--- src/rtl/wptr_full_gen_if.sv ---
// Write-side bus of the async FIFO pointer block.
// Define WPTR_ALMOST_FULL_EN to add the almost_full signal.
interface wptr_full_gen_if #(
    parameter int width = 3
);
    logic             wr_en;
    logic [width:0]   rptr_sync;
    logic [width-1:0] waddr;
    logic [width:0]   wptr_gray;
    logic             wr_ack;
    logic             full;
    logic             overflow;
`ifdef WPTR_ALMOST_FULL_EN
    logic             almost_full;
`endif

    // Producer / read-pointer source side
    modport master (
        output wr_en, rptr_sync,
        input  waddr, wptr_gray, wr_ack, full, overflow
`ifdef WPTR_ALMOST_FULL_EN
        , almost_full
`endif
    );

    // Pointer generator side
    modport slave (
        input  wr_en, rptr_sync,
        output waddr, wptr_gray, wr_ack, full, overflow
`ifdef WPTR_ALMOST_FULL_EN
        , almost_full
`endif
    );
endinterface

--- src/rtl/wptr_full_gen.sv ---
// Write-domain pointer and full-flag generator for the asynchronous FIFO.
// Keeps the binary write pointer, publishes its registered Gray copy to the
// read-side synchronizer, and derives full / overflow against the already
// synchronized read pointer.
// Optional feature macro: WPTR_ALMOST_FULL_EN (adds a registered almost_full).
module wptr_full_gen #(
    parameter int DEPTH        = 8,
    parameter int width        = $clog2(DEPTH),
    parameter int AFULL_THRESH = DEPTH - 2
) (
    input  logic           clk_in,
    input  logic           rst,
    wptr_full_gen_if.slave wr_bus
);

    // Reject unusable configurations at elaboration time.
    generate
        if (DEPTH < 4 || (DEPTH & (DEPTH - 1)) != 0 || width != $clog2(DEPTH) ||
            AFULL_THRESH < 0 || AFULL_THRESH > DEPTH) begin : g_param_err
            $error("wptr_full_gen: DEPTH must be a power of two >= 4, width = clog2(DEPTH), 0 <= AFULL_THRESH <= DEPTH");
        end
    endgenerate

    logic [width:0] r_wbin;
    logic [width:0] r_wptr_gray;
    logic           r_full;
    logic           r_overflow;

    logic           w_wr_ack;
    logic [width:0] w_wbin_next;
    logic [width:0] w_wgray_next;
    logic [width:0] w_rptr_full_pat;

    // A write is accepted only when not full and not in reset; this is also
    // the memory write enable.
    assign w_wr_ack     = wr_bus.wr_en & ~r_full & ~rst;
    assign w_wbin_next  = r_wbin + {{width{1'b0}}, w_wr_ack};
    assign w_wgray_next = (w_wbin_next >> 1) ^ w_wbin_next;

    // Full when our next pointer laps the read pointer: in Gray code that is
    // the read pointer with its two MSBs inverted.
    assign w_rptr_full_pat = {~wr_bus.rptr_sync[width:width-1], wr_bus.rptr_sync[width-2:0]};

    // Pointer, Gray pointer and flag registers with synchronous reset.
    always_ff @(posedge clk_in) begin
        // NOTE: non-blocking assignments so every register samples pre-edge values.
        if (rst) begin
            r_wbin      <= '0;
            r_wptr_gray <= '0;
            r_full      <= 1'b0;
            r_overflow  <= 1'b0;
        end else begin
            r_wbin      <= w_wbin_next;
            r_wptr_gray <= w_wgray_next;
            r_full      <= (w_wgray_next == w_rptr_full_pat);
            r_overflow  <= r_overflow | (wr_bus.wr_en & r_full);
        end
    end

    assign wr_bus.waddr     = r_wbin[width-1:0];
    assign wr_bus.wptr_gray = r_wptr_gray;
    assign wr_bus.wr_ack    = w_wr_ack;
    assign wr_bus.full      = r_full;
    assign wr_bus.overflow  = r_overflow;

`ifdef WPTR_ALMOST_FULL_EN
    localparam logic [width:0] L_AFULL_LVL = AFULL_THRESH[width:0];

    logic [width:0] w_rbin;
    logic [width:0] w_fill;
    logic           r_almost_full;

    // Gray-to-binary of the read pointer: each bit is the XOR of all Gray bits
    // from the MSB down to it.
    always_comb begin
        // NOTE: default assignment first so no path leaves w_rbin unassigned (no latch).
        w_rbin = '0;
        for (int i = 0; i <= width; i++) begin
            w_rbin[i] = ^(wr_bus.rptr_sync >> i);
        end
    end

    assign w_fill = w_wbin_next - w_rbin;

    // Registered almost-full from the post-write fill level.
    always_ff @(posedge clk_in) begin
        if (rst) begin
            r_almost_full <= 1'b0;
        end else begin
            r_almost_full <= (w_fill >= L_AFULL_LVL);
        end
    end

    assign wr_bus.almost_full = r_almost_full;
`endif

endmodule
--- src/flat_wrapper.sv ---
// flat-port wrapper written by rule: the top's interface ports become plain ports
module wptr_full_gen_flat 
#(
    parameter int DEPTH        = 8,
    parameter int width        = $clog2(DEPTH),
    parameter int AFULL_THRESH = DEPTH - 2
)
  (clk_in, rst, wr_bus_wr_en, wr_bus_rptr_sync, wr_bus_waddr, wr_bus_wptr_gray, wr_bus_wr_ack, wr_bus_full, wr_bus_overflow);
  wptr_full_gen_if #(.width(width)) wr_bus_i ();
  input  logic clk_in;
  input  logic rst;
  input wire logic [$bits(wr_bus_i.wr_en)-1:0] wr_bus_wr_en;
  input wire logic [$bits(wr_bus_i.rptr_sync)-1:0] wr_bus_rptr_sync;
  output wire logic [$bits(wr_bus_i.waddr)-1:0] wr_bus_waddr;
  output wire logic [$bits(wr_bus_i.wptr_gray)-1:0] wr_bus_wptr_gray;
  output wire logic [$bits(wr_bus_i.wr_ack)-1:0] wr_bus_wr_ack;
  output wire logic [$bits(wr_bus_i.full)-1:0] wr_bus_full;
  output wire logic [$bits(wr_bus_i.overflow)-1:0] wr_bus_overflow;
  assign wr_bus_i.wr_en = wr_bus_wr_en;
  assign wr_bus_i.rptr_sync = wr_bus_rptr_sync;
  assign wr_bus_waddr = wr_bus_i.waddr;
  assign wr_bus_wptr_gray = wr_bus_i.wptr_gray;
  assign wr_bus_wr_ack = wr_bus_i.wr_ack;
  assign wr_bus_full = wr_bus_i.full;
  assign wr_bus_overflow = wr_bus_i.overflow;
  wptr_full_gen #(.DEPTH(DEPTH), .width(width), .AFULL_THRESH(AFULL_THRESH)) u_core (.clk_in(clk_in), .rst(rst), .wr_bus(wr_bus_i));
endmodule
--- config.mk ---
export PLATFORM = sky130hd
export DESIGN_NAME = wptr_full_gen_flat
export DESIGN_NICKNAME = d
export VERILOG_FILES = /design/src/rtl/wptr_full_gen_if.sv /design/src/rtl/wptr_full_gen.sv /design/src/flat_wrapper.sv
export SDC_FILE = /design/constraint.sdc
export NUM_CORES = 1
export LEC_CHECK = 0
export ABC_AREA = 1
export CAP_MARGIN = 20
export CORE_MARGIN = 2
export CORE_UTILIZATION = 35
export CTS_CLUSTER_DIAMETER = 50
export DETAILED_ROUTE_END_ITERATION = 10
export GPL_TIMING_DRIVEN = 0
export PLACE_DENSITY = 0.72
export SYNTH_ARGS = -nofsm -noshare
export SYNTH_HDL_FRONTEND = slang
export SYNTH_SLANG_ARGS = --single-unit
--- constraint.sdc ---
create_clock -name clk_in -period 4.2 [get_ports clk_in]
set_input_delay 0.63 -clock clk_in [delete_from_list [all_inputs] [get_ports clk_in]]
set_output_delay 0.63 -clock clk_in [all_outputs]
set_load 0.02 [all_outputs]
==> metrics.csv, run 1 <==
metric;value;unit
WS Path Type;in2out;
number of buffers added on ports;15;
crit share post-route;60.7;%
#FFs+latches synth;9;
clk sinks;9;
unrepaired setup endpoints after global routing;no;
CP Buf/Inv Count;2;
hold path start;u_core.wr_bus.overflow$_SDFF_PP0_;
Final setup viols;0;
maximum root-to-sink buffer count;2;
share of the yosys chip area belonging to registers;38.9;%
Post-synth top cells;17 x nand2_1, 9 x dfxtp_1, 9 x inv_1, 9 x nor2_1, 7 x nand3_1;
CP cell instances;clkdlybuf4s50_1, nand2_1, nor2_1, clkdlybuf4s50_1;
global-route wire length before repair;1400;µm
Total Routed Length;928;µm
setup slack on the worst flop-to-flop path;2480;ps
Resized cells post-CTS;0;
Reg-to-Reg End;u_core.wr_bus.full$_SDFF_PP0_;
core area;1270;µm²
worst hold path type;reg2reg;
Synth Cell Area;463;µm²
vias in the first global route;363;
CTS Buf Count;3;
max_cap viols;0;
CTS hold repair buffers;0;
post-synth top area share;38.9;%
# H-tree levels;1;
Root Buffer;clkbuf_4;
Via density;4.69;
Initial Utilization;36.5;%
max incr delay on CP;630;ps
Cells after DPL;98;
Slew Limit Fails;0;
post-synthesis average cell area;6.81;µm²
Worst Setup End Kind;primary output;
Largest delay share family, worst path;buffers and inverters;
Reg2Reg Launch Point;u_core.wr_bus.full$_SDFF_PP0_;
Ports;17;
global placer's final weighted congestion;0.655;
cell row count;13;
peak supply drop;0.167;mV
r2r worst-path depth;10;
worst slew pin tran;408;ps
worst-path maximum fanout;2;
power density cells;295;nW/µm²
area leader, netlist;dfxtp_1;
Post-CTS Setup Bufs;0;
Fin Setup TNS;0;ps
largest net degree at the start of global routing;10;
DRC;0;
Layout area overhead;42.2;%
Post-synth ARST share;0;%
Multi-input gate area;245;µm²
Hold Crit Depth;2;
highest clock rate;0.392;GHz
CTS tree;built;
layout filler cell count;123;
Slowest-stage cell, CP;clkdlybuf4s50_1;
final cell count without fillers;102;
ANT nets after route;0;
normalized max-slew margin;72.8;%
EDFF count, synth;0;
Die Wd;40.4;µm
most frequent cell after synthesis;nand2_1;
DR pass1 iterations;4;
min cycle time layout;2550;ps
routed len/inst;9.10;µm
syn nets;77;
top cells by area, synth;dfxtp_1 39%, nand2_1 14%, nand2_2 8.1%, nand3_1 7.6%, inv_1 7.3%;
Final Hold Fails;0;
Worst EP arrival;1920;ps
status;completed;
LEAKAGE;0.000297;µW
gr ovfl total;0;
Ant. Diodes;0;
Critical Path Source Type;input pin;
routed via count;478;
clk_lat worst skew;260;ps
layout cells sized above 1;11.5;%
nets@finish;97;
sequential cell area;180;µm²
warnings from Yosys;0;
Syn Inst Count;68;
clk slew on worst S/H paths;60;ps
antenna violations before repair;0;
die height;40.4;µm
end of the worst hold path;u_core.wr_bus.overflow$_SDFF_PP0_;
Die Area;1630;µm²
CP required;3570;ps
Synth cell types;12;
clock skew;3.86;ps
ys flop type;dfxtp_1;
GRT Resource Usage Total;14.4;%
CP dominant cell by count;clkdlybuf4s50_1;
DR iter-0 viols;4;
==> cell families after synthesis <==
group / after synthesis / share of synthesized area, %
compound gates: 4 / 4.32
fa+ha+maj: 2 / 5.40
buf+inv: 10 / 8.11
flops: 9 / 38.9
simple gates: 43 / 43.2
==> worst register-to-register path: stages (launching register included) <==
cell	delay (ps)
dfxtp_1	320
nor2_1	140
ha_1	250
ha_1	300
inv_1	150
nand2_1	80
nand3_1	90
nand3_1	70
nor2_1	100
nand3_1	70
nor2_1	90
==> layout make-up <==
cell class              instances  share of cell area, %
plain buffers                   1                  0.570
inverters                       9                   5.13
flip-flops and latches          9                   27.4
well taps                      15                   2.85
clock buffers                   4                   3.99
multi-input cells              49                   37.3
repair buffers                 15                   22.8
==> placed cells by master (no fill, tap or decap), drive strengths merged <==
| cell | synthesis | routed |
|---|---|---|
| a21oi | 4 | 4 |
| nand3 | 8 | 8 |
| inv | 9 | 9 |
| nand2 | 23 | 23 |
| nand4 | 2 | 2 |
| nand3b | 1 | 1 |
| dfxtp | 9 | 9 |
| ha | 2 | 2 |
| clkdlybuf4s50 | 0 | 15 |
| clkbuf | 1 | 5 |
| nor2 | 9 | 9 |
==> worst max-delay path by stage <==
stage,end,startpoint,depth (start not counted),slack [ps]
global placement,wr_bus_wr_ack,wr_bus_wr_en,4,1650
finish,wr_bus_wr_ack,wr_bus_wr_en,4,1650
detailed placement,u_core.wr_bus.full$_SDFF_PP0_,wr_bus_wr_en,12,1640
floorplan,u_core.wr_bus.full$_SDFF_PP0_,rst,13,1820
global route,wr_bus_wr_ack,wr_bus_wr_en,4,1590
CTS,wr_bus_wr_ack,wr_bus_wr_en,4,1640
==> power breakdown <==
part	internal [µW]	switching [µW]	total, µW
clock network	36.7	30.9	67.6
registers	88.7	1.63	90.3
logic	17.1	18.8	36.0
==> flip-flops by register name, summed over array words and instances (netlist names) <==
signal                   flops
u_core.r_wbin                3
u_core.wr_bus.full           1
u_core.wr_bus.wptr_gray      4
u_core.wr_bus.overflow       1
==> stage by stage <==
step	power [µW]	area [µm²]	util (%)	setup WS [ps]	hold WS [ps]
after floorplan	112	463	-	1820	570
after global placement	128	632	49.8	1650	451
after detailed placement	128	632	49.8	1640	458
after CTS	197	658	51.9	1640	473
after global routing	208	658	51.9	1590	528
final	194	658	51.9	1650	476
==> metal layers <==
metal / vias up / routed length, µm / track usage [%]
li1: 255 / - / -
met1: 211 / 422 / 13.8
met2: 9 / 446 / 21.8
met3: 3 / 42 / 8.33
met4: 0 / 16 / 12.5
met5: - / 0 / 0
(Power assumes the default switching activity.)
==> inputs of run 2 (changes only) <==
PLACE_DENSITY = 0.75   (was 0.72)
clock period = 2.25 ns   (was 4.2 ns; I/O delays follow)
==> metrics.csv, run 2 (synthesis results as in run 1) <==
metric;value;unit
P_int;266;µW
most common cell after layout, fill and taps aside;nand2_1;
Slowest-stage cell, CP;clkdlybuf4s50_1;
r2r worst-path depth;10;
highest clock rate;0.500;GHz
post-layout util;51.9;%
peak supply drop;0.262;mV
WP depth;12;
Via density;4.58;
Resized cells post-CTS;0;
Sw Pwr;96.0;µW
power density cells;550;nW/µm²
Ports;17;
Post-CTS Setup Bufs;0;
clock skew;1.65;ps
DRC;0;
CTS tree;built;
status;completed;
Root Buffer;clkbuf_4;
commonest cells after routing, fill and taps aside;17 x nand2_1, 15 x clkdlybuf4s50_1, 9 x inv_1, 9 x nor2_1, 9 x dfxtp_1;
die height;40.4;µm
core area;1270;µm²
LEAKAGE;0.000297;µW
CTS hold repair buffers;0;
gr ovfl total;0;
CP cell instances;clkdlybuf4s50_1, nand2_1, nor2_1, ha_1, ha_1, inv_1, nand2_1, nand3_1, nand3_1, nor2_1, nand3_1, nor2_1;
Hold Crit Depth;2;
worst-path maximum fanout;4;
sw frac;26.5;%
Layout area overhead;42.2;%
Seq pwr share;46.5;%
Fin Setup TNS;0;ps
DP Wirelength;696;µm
DR iter-0 viols;16;
layout cells sized above 1;11.5;%
Worst Setup End Kind;flop;
global placer's final weighted congestion;0.795;
clk sinks;9;
max_cap viols;0;
Die Area;1630;µm²
vias in the first global route;378;
# H-tree levels;1;
worst slew pin tran;372;ps
Worst EP arrival;2200;ps
unrepaired setup endpoints after global routing;no;
global-route wire length before repair;1460;µm
Comb power frac;18.3;%
Final Hold Fails;0;
cell row count;13;
nets@finish;97;
number of buffers added on ports;15;
largest net degree at the start of global routing;10;
Ant. Diodes;0;
max incr delay on CP;480;ps
Critical Path Source Type;input pin;
maximum root-to-sink buffer count;2;
DR pass1 iterations;4;
normalized max-slew margin;75.2;%
Largest delay share family, worst path;simple AND/OR/NAND/NOR gates;
clk slew on worst S/H paths;60;ps
Slew Limit Fails;0;
worst hold path type;in2reg;
crit share post-route;88.9;%
CP Buf/Inv Count;2;
Initial Utilization;36.5;%
CTS Buf Count;3;
CP required;2450;ps
ANT nets after route;0;
Clk network pwr share;35.2;%
max FFs per register;4;
clk_lat worst skew;260;ps
routed via count;467;
Final setup viols;0;
WS Path Type;in2reg;
routed len/inst;8.84;µm
Total Routed Length;902;µm
antenna violations before repair;0;
GRT Resource Usage Total;13.6;%
Die Wd;40.4;µm
min cycle time layout;2000;ps
## run 2: cell counts in the layout (fill, tap and decap cells not counted)
No cell type changed its count.
## run 2: final timing paths
check | to | slack (ps) | startpoint
max | u_core.wr_bus.full$_SDFF_PP0_ | 250 | wr_bus_wr_en
min | u_core.r_wbin[1]$_SDFF_PP0_ | 430 | rst
max reg2reg | u_core.wr_bus.full$_SDFF_PP0_ | 520 | u_core.wr_bus.full$_SDFF_PP0_
min reg2reg | u_core.wr_bus.overflow$_SDFF_PP0_ | 470 | u_core.wr_bus.overflow$_SDFF_PP0_
## run 2: final cells by class
cell class,instances,area (µm²)
fillers,128,611
multi-input cells,49,245
plain buffers,1,3.75
repair buffers,15,150
inverters,9,33.8
clock buffers,4,26.3
flip-flops and latches,9,180
well taps,15,18.8
## run 2: power by group through the flow
stage                     Clock [µW]  Sequential (µW)  Combinational (µW)
after floorplan                    0              180                29.8
after global placement             0              172                66.1
after detailed placement           0              172                66.1
after CTS                        129              169                66.8
after global routing             136              169                74.6
final                            127              168                66.2
## run 2: worst register-to-register path, stage by stage, from the launching register on
cell and delay, ps:
dfxtp_1 320, nor2_1 150, ha_1 250, ha_1 300
inv_1 130, nand2_1 80, nand3_1 90, nand3_1 60
nor2_1 110, nand3_1 80, nor2_1 100
## run 2: per-stage QoR
step           instance area, µm²  hold slack, ps  std cells  setup slack, ps  total power [µW]
2_1_floorplan                 463             478         68              158               210
3_3_place_gp                  632             459         98             19.0               238
3_5_place_dp                  632             458         98            0.547               238
4_1_cts                       658             429        102              241               364
5_1_grt                       658             468        102             12.4               380
6_report                      658             426        102              251               362
## run 2: layer usage
layer / global-route usage (%) / routed length, µm
met1: 19.4 / 438
met2: 18.3 / 416
met3: 1.67 / 47
met4: 10.0 / 0
met5: 0 / 0
==> inputs of run 3 (changes only) <==
SKIP_LAST_GASP = 1   (was default)
TNS_END_PERCENT = 30   (was default)
==> results of run 3 <==
Final layout, timing and power as in run 2 (identical DEF).
